--- config.mk ---
export PLATFORM = sky130hd
export DESIGN_NAME = codon_matcher
export DESIGN_NICKNAME = d
export VERILOG_FILES = /design/src/rtl/codon_matcher.sv
export SDC_FILE = /design/constraint.sdc
export NUM_CORES = 1
export LEC_CHECK = 0
export CAP_MARGIN = 20
export CORE_MARGIN = 2
export CORE_UTILIZATION = 30
export CTS_BUF_LIST = sky130_fd_sc_hd__clkbuf_4 sky130_fd_sc_hd__clkbuf_8
export DETAILED_ROUTE_END_ITERATION = 16
export HOLD_SLACK_MARGIN = 0.08
export PLACE_DENSITY = 0.58
export SLEW_MARGIN = 20
export SYNTH_ARGS = -nofsm -noshare
export SYNTH_HDL_FRONTEND = slang
export SYNTH_SLANG_ARGS = --single-unit
--- constraint.sdc ---
create_clock -name clock -period 6.8 [get_ports clock]
set_input_delay 0.68 -clock clock [delete_from_list [all_inputs] [get_ports clock]]
set_output_delay 0.68 -clock clock [all_outputs]
set_load 0.005 [all_outputs]
--- src/rtl/codon_matcher.sv ---
// codon_matcher: matches user key nibbles against five reader codons
// in parallel; reports match id, no-match or timeout.
module codon_matcher #(
  parameter int MAX_LEN        = 6,
  parameter int TIMEOUT_CYCLES = 1000
) (
  input  logic       clock,
  input  logic       reset,
  input  logic       done_reader,
  input  logic [3:0] codon1,
  input  logic [3:0] codon2,
  input  logic [3:0] codon3,
  input  logic [3:0] codon4,
  input  logic [3:0] codon5,
  input  logic [4:0] end_of_codon,
  output logic [2:0] codon_index,
  input  logic       key_valid,
  input  logic [3:0] key_value,
  output logic       ready,
  output logic       result_valid,
  output logic       match,
  output logic [2:0] match_id,
  output logic       timeout
);

  localparam int         TW       = $clog2(TIMEOUT_CYCLES + 1);
  localparam logic [2:0] LAST_IDX = 3'(MAX_LEN - 1);

  typedef enum logic [1:0] {
    WAIT_CODONS,
    IDLE,
    COLLECT,
    RESULT
  } state_t;

  state_t         r_state;
  state_t         w_state_nx;
  logic [2:0]     r_idx;
  logic [2:0]     w_idx_nx;
  logic [4:0]     r_alive;
  logic [4:0]     w_alive_nx;
  logic [TW-1:0]  r_timer;
  logic [TW-1:0]  w_timer_nx;
  logic           r_match;
  logic           w_match_nx;
  logic [2:0]     r_match_id;
  logic [2:0]     w_match_id_nx;
  logic           r_timeout;
  logic           w_timeout_nx;

  logic [3:0]     w_codon [5];
  logic [4:0]     w_nonempty;
  logic [4:0]     w_alive;
  logic [4:0]     w_hit;
  logic [4:0]     w_last;
  logic [4:0]     w_done;
  logic [2:0]     w_first;

  assign w_codon[0] = codon1;
  assign w_codon[1] = codon2;
  assign w_codon[2] = codon3;
  assign w_codon[3] = codon4;
  assign w_codon[4] = codon5;

  // In IDLE the mask comes straight from the index-0 nibbles
  always_comb begin
    w_nonempty = '0;
    w_hit      = '0;
    for (int n = 0; n < 5; n++) begin
      w_nonempty[n] = (w_codon[n] != 4'hF);
    end
    w_alive = (r_state == IDLE) ? w_nonempty : r_alive;
    for (int n = 0; n < 5; n++) begin
      w_hit[n] = w_alive[n] & (w_codon[n] == key_value);
    end
  end

  assign w_last = end_of_codon | {5{r_idx == LAST_IDX}};
  assign w_done = w_hit & w_last;

  always_comb begin
    w_first = '0;
    for (int n = 4; n >= 0; n--) begin
      if (w_done[n]) w_first = 3'(n + 1);
    end
  end

  always_comb begin
    w_state_nx    = r_state;
    w_idx_nx      = r_idx;
    w_alive_nx    = r_alive;
    w_timer_nx    = r_timer;
    w_match_nx    = r_match;
    w_match_id_nx = r_match_id;
    w_timeout_nx  = r_timeout;
    unique case (r_state)
      WAIT_CODONS: begin
        if (done_reader) w_state_nx = IDLE;
      end
      IDLE, COLLECT: begin
        if (key_valid) begin
          w_timer_nx = '0;
          if (|w_done) begin
            w_match_nx    = 1'b1;
            w_match_id_nx = w_first;
            w_timeout_nx  = 1'b0;
            w_state_nx    = RESULT;
          end else if (w_hit == '0) begin
            w_match_nx    = 1'b0;
            w_match_id_nx = '0;
            w_timeout_nx  = 1'b0;
            w_state_nx    = RESULT;
          end else begin
            w_alive_nx = w_hit & ~w_last;
            w_idx_nx   = r_idx + 3'd1;
            w_state_nx = COLLECT;
          end
        end else if (r_state == COLLECT) begin
          if (r_timer == TW'(TIMEOUT_CYCLES)) begin
            w_match_nx    = 1'b0;
            w_match_id_nx = '0;
            w_timeout_nx  = 1'b1;
            w_state_nx    = RESULT;
          end else begin
            w_timer_nx = r_timer + TW'(1);
          end
        end
      end
      RESULT: begin
        w_idx_nx   = '0;
        w_alive_nx = '1;
        w_timer_nx = '0;
        w_state_nx = IDLE;
      end
      default: w_state_nx = WAIT_CODONS;
    endcase
  end

  always_ff @(posedge clock or negedge reset) begin
    if (!reset) begin
      r_state    <= WAIT_CODONS;
      r_idx      <= '0;
      r_alive    <= '1;
      r_timer    <= '0;
      r_match    <= 1'b0;
      r_match_id <= '0;
      r_timeout  <= 1'b0;
    end else begin
      r_state    <= w_state_nx;
      r_idx      <= w_idx_nx;
      r_alive    <= w_alive_nx;
      r_timer    <= w_timer_nx;
      r_match    <= w_match_nx;
      r_match_id <= w_match_id_nx;
      r_timeout  <= w_timeout_nx;
    end
  end

  assign codon_index  = r_idx;
  assign ready        = (r_state == IDLE) | (r_state == COLLECT);
  assign result_valid = (r_state == RESULT);
  assign match        = r_match;
  assign match_id     = r_match_id;
  assign timeout      = r_timeout;

endmodule

==> results.cfg <==
[clock_tree]
ctsHoldBuffers = 0
tritoncts = yes
ctsLongestPathBuffers = 2
cts_resized = 0
cts_num_sinks = 25
cts.reportedPaths.clkPinSlew_ns = 0.09
cts_root_buffer = sky130_fd_sc_hd__clkbuf_8
worst_skew_pair.late_latency_ns = 0.27
postCtsSetupBuffers = 0
h-tree-depth = 1
cts_made_buffers = 3

[hold_path]
start_point_of_the_worst_hold_path = r_alive[4]$_DFFE_PN1P_
hold_path_class = register to register

[floorplan]
io_pins = 43
fp-row-count = 28
die_width_um = 82.7
floorplan.initialDensity_pct = 31.2
die_height_um = 82.7
floorplan.die_area_um2 = 6840
core_um2 = 5960

[grt]
global_route_congestion_overflow_total = 0
initial_antenna_violation_count = 0
pin_count_of_the_biggest_net_entering_global_routing = 26
grt_first_pass_wirelength_um = 7610
grt_pass1_vias = 1631
grt.total_usage_pct = 14.3

[final_layout]
insertedDiodeCount = 0
layout-drive-gt1-share_pct = 8.24
design_area_um2 = 2360
layout.cells.most_common_list = sky130_fd_sc_hd__clkdlybuf4s50_1 (42), sky130_fd_sc_hd__nor2_1 (22), sky130_fd_sc_hd__o21ai_0 (21)
nets = 297
final_core_util_pct = 39.7
syn2layout_area_growth_pct = 27.3
layout_commonest_cell = sky130_fd_sc_hd__clkdlybuf4s50_1
final_cells = 330

[critical_path]
critical_path.reg2reg.startpoint = r_state[1]$_DFFE_PN0P_
crit_fanout = 12
max_stage_delay_ns = 0.80
worstSetupStartpointType = input port
worst_setup_path_end_kind = register
worstPathCellList = clkdlybuf4s50_1 -> xnor2_2 -> o221ai_2 -> or4_4 -> a311oi_2 -> nor2_1 -> or3_1
criticalPathCategory = input port to register
cp_slowest_cell = sky130_fd_sc_hd__a311oi_2
critPathRequiredTime_ns = 6.96
timing.critical_path.arrival_ns = 3.47
crit_start = key_value[1]

[drt]
avgViaCountPerCell = 5.22
drc_errors = 0
routedWlPerCell_um = 13.8
wl_um = 4560
drtAntennaViolNets = 0
drt_pass1_iterations = 4
routed-via-count = 1721
dr.first_iter.drc_count = 89

[synth]
async_reset_ff_share_pct = 100
synth-seq-area-share_pct = 34.0
syn_nets = 259
synthCells = 218
avgSynthCellArea_um2 = 8.52
synth-edff-count = 0
mappedNetlistArea_um2 = 1860
yosysWarnings = 0
number_of_register_bits_inferred_by_synthesis = 25
postSynth.topFlopCell = sky130_fd_sc_hd__dfrtp_1
synth.lib_cells_used.distinct = 49

[power_and_ir_drop]
totalPowerFinal_mw = 0.649
worst_ir_drop_on_vdd_mv = 0.122
powerDensity_nw_per_um2 = 274
power.static_leakage_nw = 0.964

[timing]
final_hold_fails = 0
tightest_slew_ns = 0.878
final.min_clock_period_ns = 3.32
worst_slew_margin_rel_pct = 41.5
finalCritPeriodShare_pct = 48.8
rsz0062_at_grt = false
worst_clock_skew_ns = 0.00163
setup-tns-final_ns = 0
finalSetupViolCount = 0
slew_violations = 0
timing.fmax_mhz = 301

[placement]
place_hpwl_um = 3520
dpl-instance-area_um2 = 2320
placement.io_buffers = 42
place.gp.congestion = 0.770
placedCellCount = 326

[run_status]
status = completed

[job]
number_of_max_capacitance_violations_reported = 0
[synth_stat cells, types with 4 or more instances]
library cell               count  area [um2]
sky130_fd_sc_hd__nand4_1       8        50.1
sky130_fd_sc_hd__nor3_1        5        25.0
sky130_fd_sc_hd__nand2_1      19        71.3
sky130_fd_sc_hd__clkbuf_1      6        22.5
sky130_fd_sc_hd__a31oi_1       4        25.0
sky130_fd_sc_hd__dfrtp_1      20         500
sky130_fd_sc_hd__ha_1          8         100
sky130_fd_sc_hd__dfstp_2       5         131
sky130_fd_sc_hd__o31ai_1       4        30.0
sky130_fd_sc_hd__o21ai_0      21         105
sky130_fd_sc_hd__and3_1        9        56.3
sky130_fd_sc_hd__a21oi_1       7        35.0
sky130_fd_sc_hd__xnor2_1      11        96.3
sky130_fd_sc_hd__inv_1        12        45.0
sky130_fd_sc_hd__nor2_1       22        82.6
[worst max-delay path: cells and delay by family]
kind / cells / cell delay (ns)
xor+xnor: 1 / 0.16
simple gates: 3 / 1.02
compound gates: 2 / 0.93
buf+inv: 1 / 0.67
[registers in the layout (all words and copies together), names as in the netlist]
signal       count
match_id         3
timeout          1
match            1
r_timer         10
codon_index      3
r_alive          5
r_state          2
[cell type report]
cell class                      count  area (um2)
Fill cell                         624        3590
Inverter                           13        48.8
Multi-Input combinational cell    169        1110
Sequential cell                    25         632
Clock buffer                        3        41.3
Timing Repair Buffer               44         435
Clock inverter                      1        7.51
Tap cell                           75        93.8
[per-stage QoR]
step / hold slack (ns) / worst slack (ns)
floorplan: 0.384 / 4.22
global placement: 0.459 / 3.22
detailed placement: 0.461 / 3.14
CTS: 0.475 / 3.43
global route: 0.497 / 3.19
finish: 0.470 / 3.48
[cell families (layout without fill, tap and decap cells)]
kind of cell | count (synthesis) | in the layout | share of synthesized area [%]
compound gates | 58 | 58 | 21.3
xor+xnor | 15 | 15 | 7.48
flops | 25 | 25 | 34.0
buf+inv | 24 | 61 | 6.46
mux | 1 | 1 | 1.21
fa+ha+maj | 8 | 8 | 5.39
simple gates | 87 | 87 | 24.2
[layer usage]
metal	vias to the layer above	share of wire, %	GRT usage [%]
met4	0	0.50	1.97
met2	34	51	26.1
li1	862	-	-
met3	2	3.7	2.72
met5	-	0	0
met1	823	45	17.8
[worst paths after layout]
kind / to / slack [ns] / depth (start not counted)
hold / removal: r_alive[4]$_DFFE_PN1P_ / 0.47 / 2
min in group asynchronous: r_timer[6]$_DFFE_PN0P_ / 0.76 / 2
max in group asynchronous: r_alive[4]$_DFFE_PN1P_ / 5.74 / 2
hold reg to reg: r_alive[4]$_DFFE_PN1P_ / 0.47 / 2
setup reg to reg: codon_index[0]$_DFFE_PN0P_ / 3.56 / 9
setup / recovery: codon_index[0]$_DFFE_PN0P_ / 3.48 / 7
[power breakdown]
part	internal [mW]	total, mW	switching [mW]	leakage [nW]
Clock	0.0415	0.0922	0.0507	0.0217
Combinational	0.154	0.322	0.169	0.624
Sequential	0.198	0.234	0.0361	0.318
Note: power is estimated with default switching activity, not from simulation.
==> RTL edit, RTL diff (same flow settings) <==
Register the output `timeout` once more, cleared by the reset; this adds one clock of latency there. The other outputs are not delayed to match.
--- a/src/rtl/codon_matcher.sv
+++ b/src/rtl/codon_matcher.sv
@@ -161,7 +161,13 @@
   assign result_valid = (r_state == RESULT);
   assign match        = r_match;
   assign match_id     = r_match_id;
-  assign timeout      = r_timeout;
+  always_ff @(posedge clock or negedge reset) begin
+    if (!reset) begin
+      timeout <= '0;
+    end else begin
+      timeout <= r_timeout;
+    end
+  end
 
 endmodule
 
Check against the original RTL: no difference found for any inputs over 10 cycles, from zero or initial values and one cycle with reset low; that may be too few to reach the edited logic, so the function may still have changed.
==> RTL edit against the unedited design <==
Sequential cell count rose by 1; synthesized cell count fell by 0.46%; via count grew 1.0%; wire length up 9.1%; synthesized area is 5.1% higher; total power grew 6.5%; design area grew 5.1%; non-clock buffer count down 1; setup slack improved by 0.23 ns; critical path type unchanged; critical endpoint is now codon_index[2]; largest power group unchanged.
==> RTL edit: results <==
# TYPE chip_impl_metric gauge
chip_impl_info{name="outcome",value="completed"} 1
chip_impl_metric{name="postCtsResizedCells",unit=""} 0
chip_impl_metric{name="first_global_vias",unit=""} 1689
chip_impl_metric{name="grt_start_max_net_pins",unit=""} 27
chip_impl_info{name="yosys-top-cells-count",value="sky130_fd_sc_hd__dfrtp_1 (21), sky130_fd_sc_hd__nor2_1 (19), sky130_fd_sc_hd__o21ai_0 (18)"} 1
chip_impl_info{name="ys_dominant_reg_cell",value="sky130_fd_sc_hd__dfrtp_1"} 1
chip_impl_metric{name="finClkSkew",unit="ns"} 0.00862
chip_impl_metric{name="post_synth_num_cell_types",unit=""} 54
chip_impl_metric{name="drive_above_1_share",unit=""} 0.110
chip_impl_metric{name="sw_frac_of_total",unit=""} 0.383
chip_impl_metric{name="first_iter_violations",unit=""} 100
chip_impl_metric{name="synth_fp_nets",unit=""} 258
chip_impl_metric{name="maxSlewHeadroom",unit=""} 0.408
chip_impl_metric{name="critical_path.max_stage_delay",unit="ns"} 0.55
chip_impl_info{name="cp_slowest_cell",value="sky130_fd_sc_hd__clkdlybuf4s50_1"} 1
chip_impl_metric{name="global_route.usage.total",unit=""} 0.138
chip_impl_metric{name="design.final.nets",unit=""} 296
chip_impl_metric{name="place_hpwl",unit="mm"} 3.78
chip_impl_metric{name="static-leakage-power",unit="nW"} 0.976
chip_impl_metric{name="routed_wire_length_per_instance",unit="um"} 15.0
chip_impl_metric{name="wp_data_arrival",unit="ns"} 3.25
chip_impl_info{name="top_area_cells_in_the_synthesized_netlist",value="sky130_fd_sc_hd__dfrtp_1 (27%), sky130_fd_sc_hd__dfstp_2 (6.7%), sky130_fd_sc_hd__ha_1 (5.1%), sky130_fd_sc_hd__o21ai_0 (4.6%), sky130_fd_sc_hd__xnor2_1 (4.5%)"} 1
chip_impl_metric{name="worst_ir_drop_on_vdd",unit="mV"} 0.119
chip_impl_metric{name="synth-seq-area-share",unit=""} 0.337
chip_impl_metric{name="routabilityCongestion",unit=""} 0.777
chip_impl_metric{name="grt_pass1_wl",unit="mm"} 8.20
chip_impl_metric{name="crit_path_max_fanout",unit=""} 10
chip_impl_metric{name="async_flop_share",unit=""} 1.00
chip_impl_info{name="path_delay_family",value="compound AO/OA/AOI/OAI gates"} 1
chip_impl_metric{name="detail_route.first_pass.iterations",unit=""} 5
chip_impl_info{name="clock_tree.root_cell",value="sky130_fd_sc_hd__clkbuf_8"} 1
chip_impl_metric{name="detail_route.vias_per_cell",unit=""} 5.25
[RTL edit: changes by cell type after synthesis, sizes merged, moves of 3 or more]
cell / unedited run / this run
nor3: 5 / 2
o22a: 1 / 4
nand2: 19 / 15
and3: 9 / 5
nand2b: 2 / 7
o22ai: 1 / 6
nand3: 2 / 5
or3: 4 / 1
[RTL edit: layout make-up]
type                    count  area (sq um)
clock buffers               3          41.3
well taps                  77          96.3
fillers                   634          3830
multi-input cells         168          1180
repair buffers             43           428
flip-flops and latches     26           657
clock inverters             1          30.0
inverters                  13          48.8
[RTL edit: final timing paths]
kind / cells after the start / slack (ns) / endpoint / from
setup / recovery: 8 / 3.71 / codon_index[2] / key_value[1]
hold / removal: 0 / 0.39 / timeout / r_timeout
setup reg to reg: 9 / 3.89 / codon_index[2] / r_state[1]
hold reg to reg: 0 / 0.39 / timeout / r_timeout
max in group asynchronous: 2 / 5.72 / r_alive[0] / reset
min in group asynchronous: 2 / 0.76 / r_timer[4] / reset
[RTL edit: cells by family after synthesis]
logic type	count (synthesis)	synth area share
AO/OA/AOI/OAI	65	0.263
XOR/XNOR	15	0.0673
adder cells (fa/ha/maj)	8	0.0513
buffers and inverters	23	0.0564
flip-flops	26	0.337
multiplexers	3	0.0179
AND/OR/NAND/NOR	77	0.208
[RTL edit: worst reg2reg max path, stage by stage, from the launching register on]
cell                       delay [ns]
sky130_fd_sc_hd__dfrtp_1         0.42
sky130_fd_sc_hd__inv_1           0.09
sky130_fd_sc_hd__ha_1            0.45
sky130_fd_sc_hd__nand4_1         0.15
sky130_fd_sc_hd__a21boi_1        0.22
sky130_fd_sc_hd__o41ai_1         0.15
sky130_fd_sc_hd__a221o_2         0.38
sky130_fd_sc_hd__a211oi_4        0.42
sky130_fd_sc_hd__mux2_4          0.34
sky130_fd_sc_hd__a32o_1          0.19
[RTL edit: per-stage QoR]
step	setup slack, ns	hold WS (ns)	area (sq um)	std cells	util
final	3.71	0.394	2490	331	0.394
after global routing	3.59	0.399	2490	331	0.394
after CTS	3.74	0.395	2490	331	0.394
after detailed placement	3.47	0.374	2410	327	0.382
after global placement	3.48	0.375	2410	327	0.382
after floorplan	4.27	0.354	1950	217	-
[RTL edit: power groups by stage]
stage | Sequential [mW] | Clock (mW) | Combinational (mW)
after global placement | 0.235 | 0 | 0.328
after global routing | 0.238 | 0.140 | 0.368
final | 0.232 | 0.130 | 0.329
after detailed placement | 0.236 | 0 | 0.329
after CTS | 0.233 | 0.133 | 0.331
after floorplan | 0.229 | 0 | 0.217
[RTL edit: layer usage]
layer	vias up	track usage	wire (um)
li1	867	-	-
met3	4	0.0197	250
met1	820	0.193	2400
met2	48	0.226	2270
met5	-	0	0
met4	0	0.0332	52
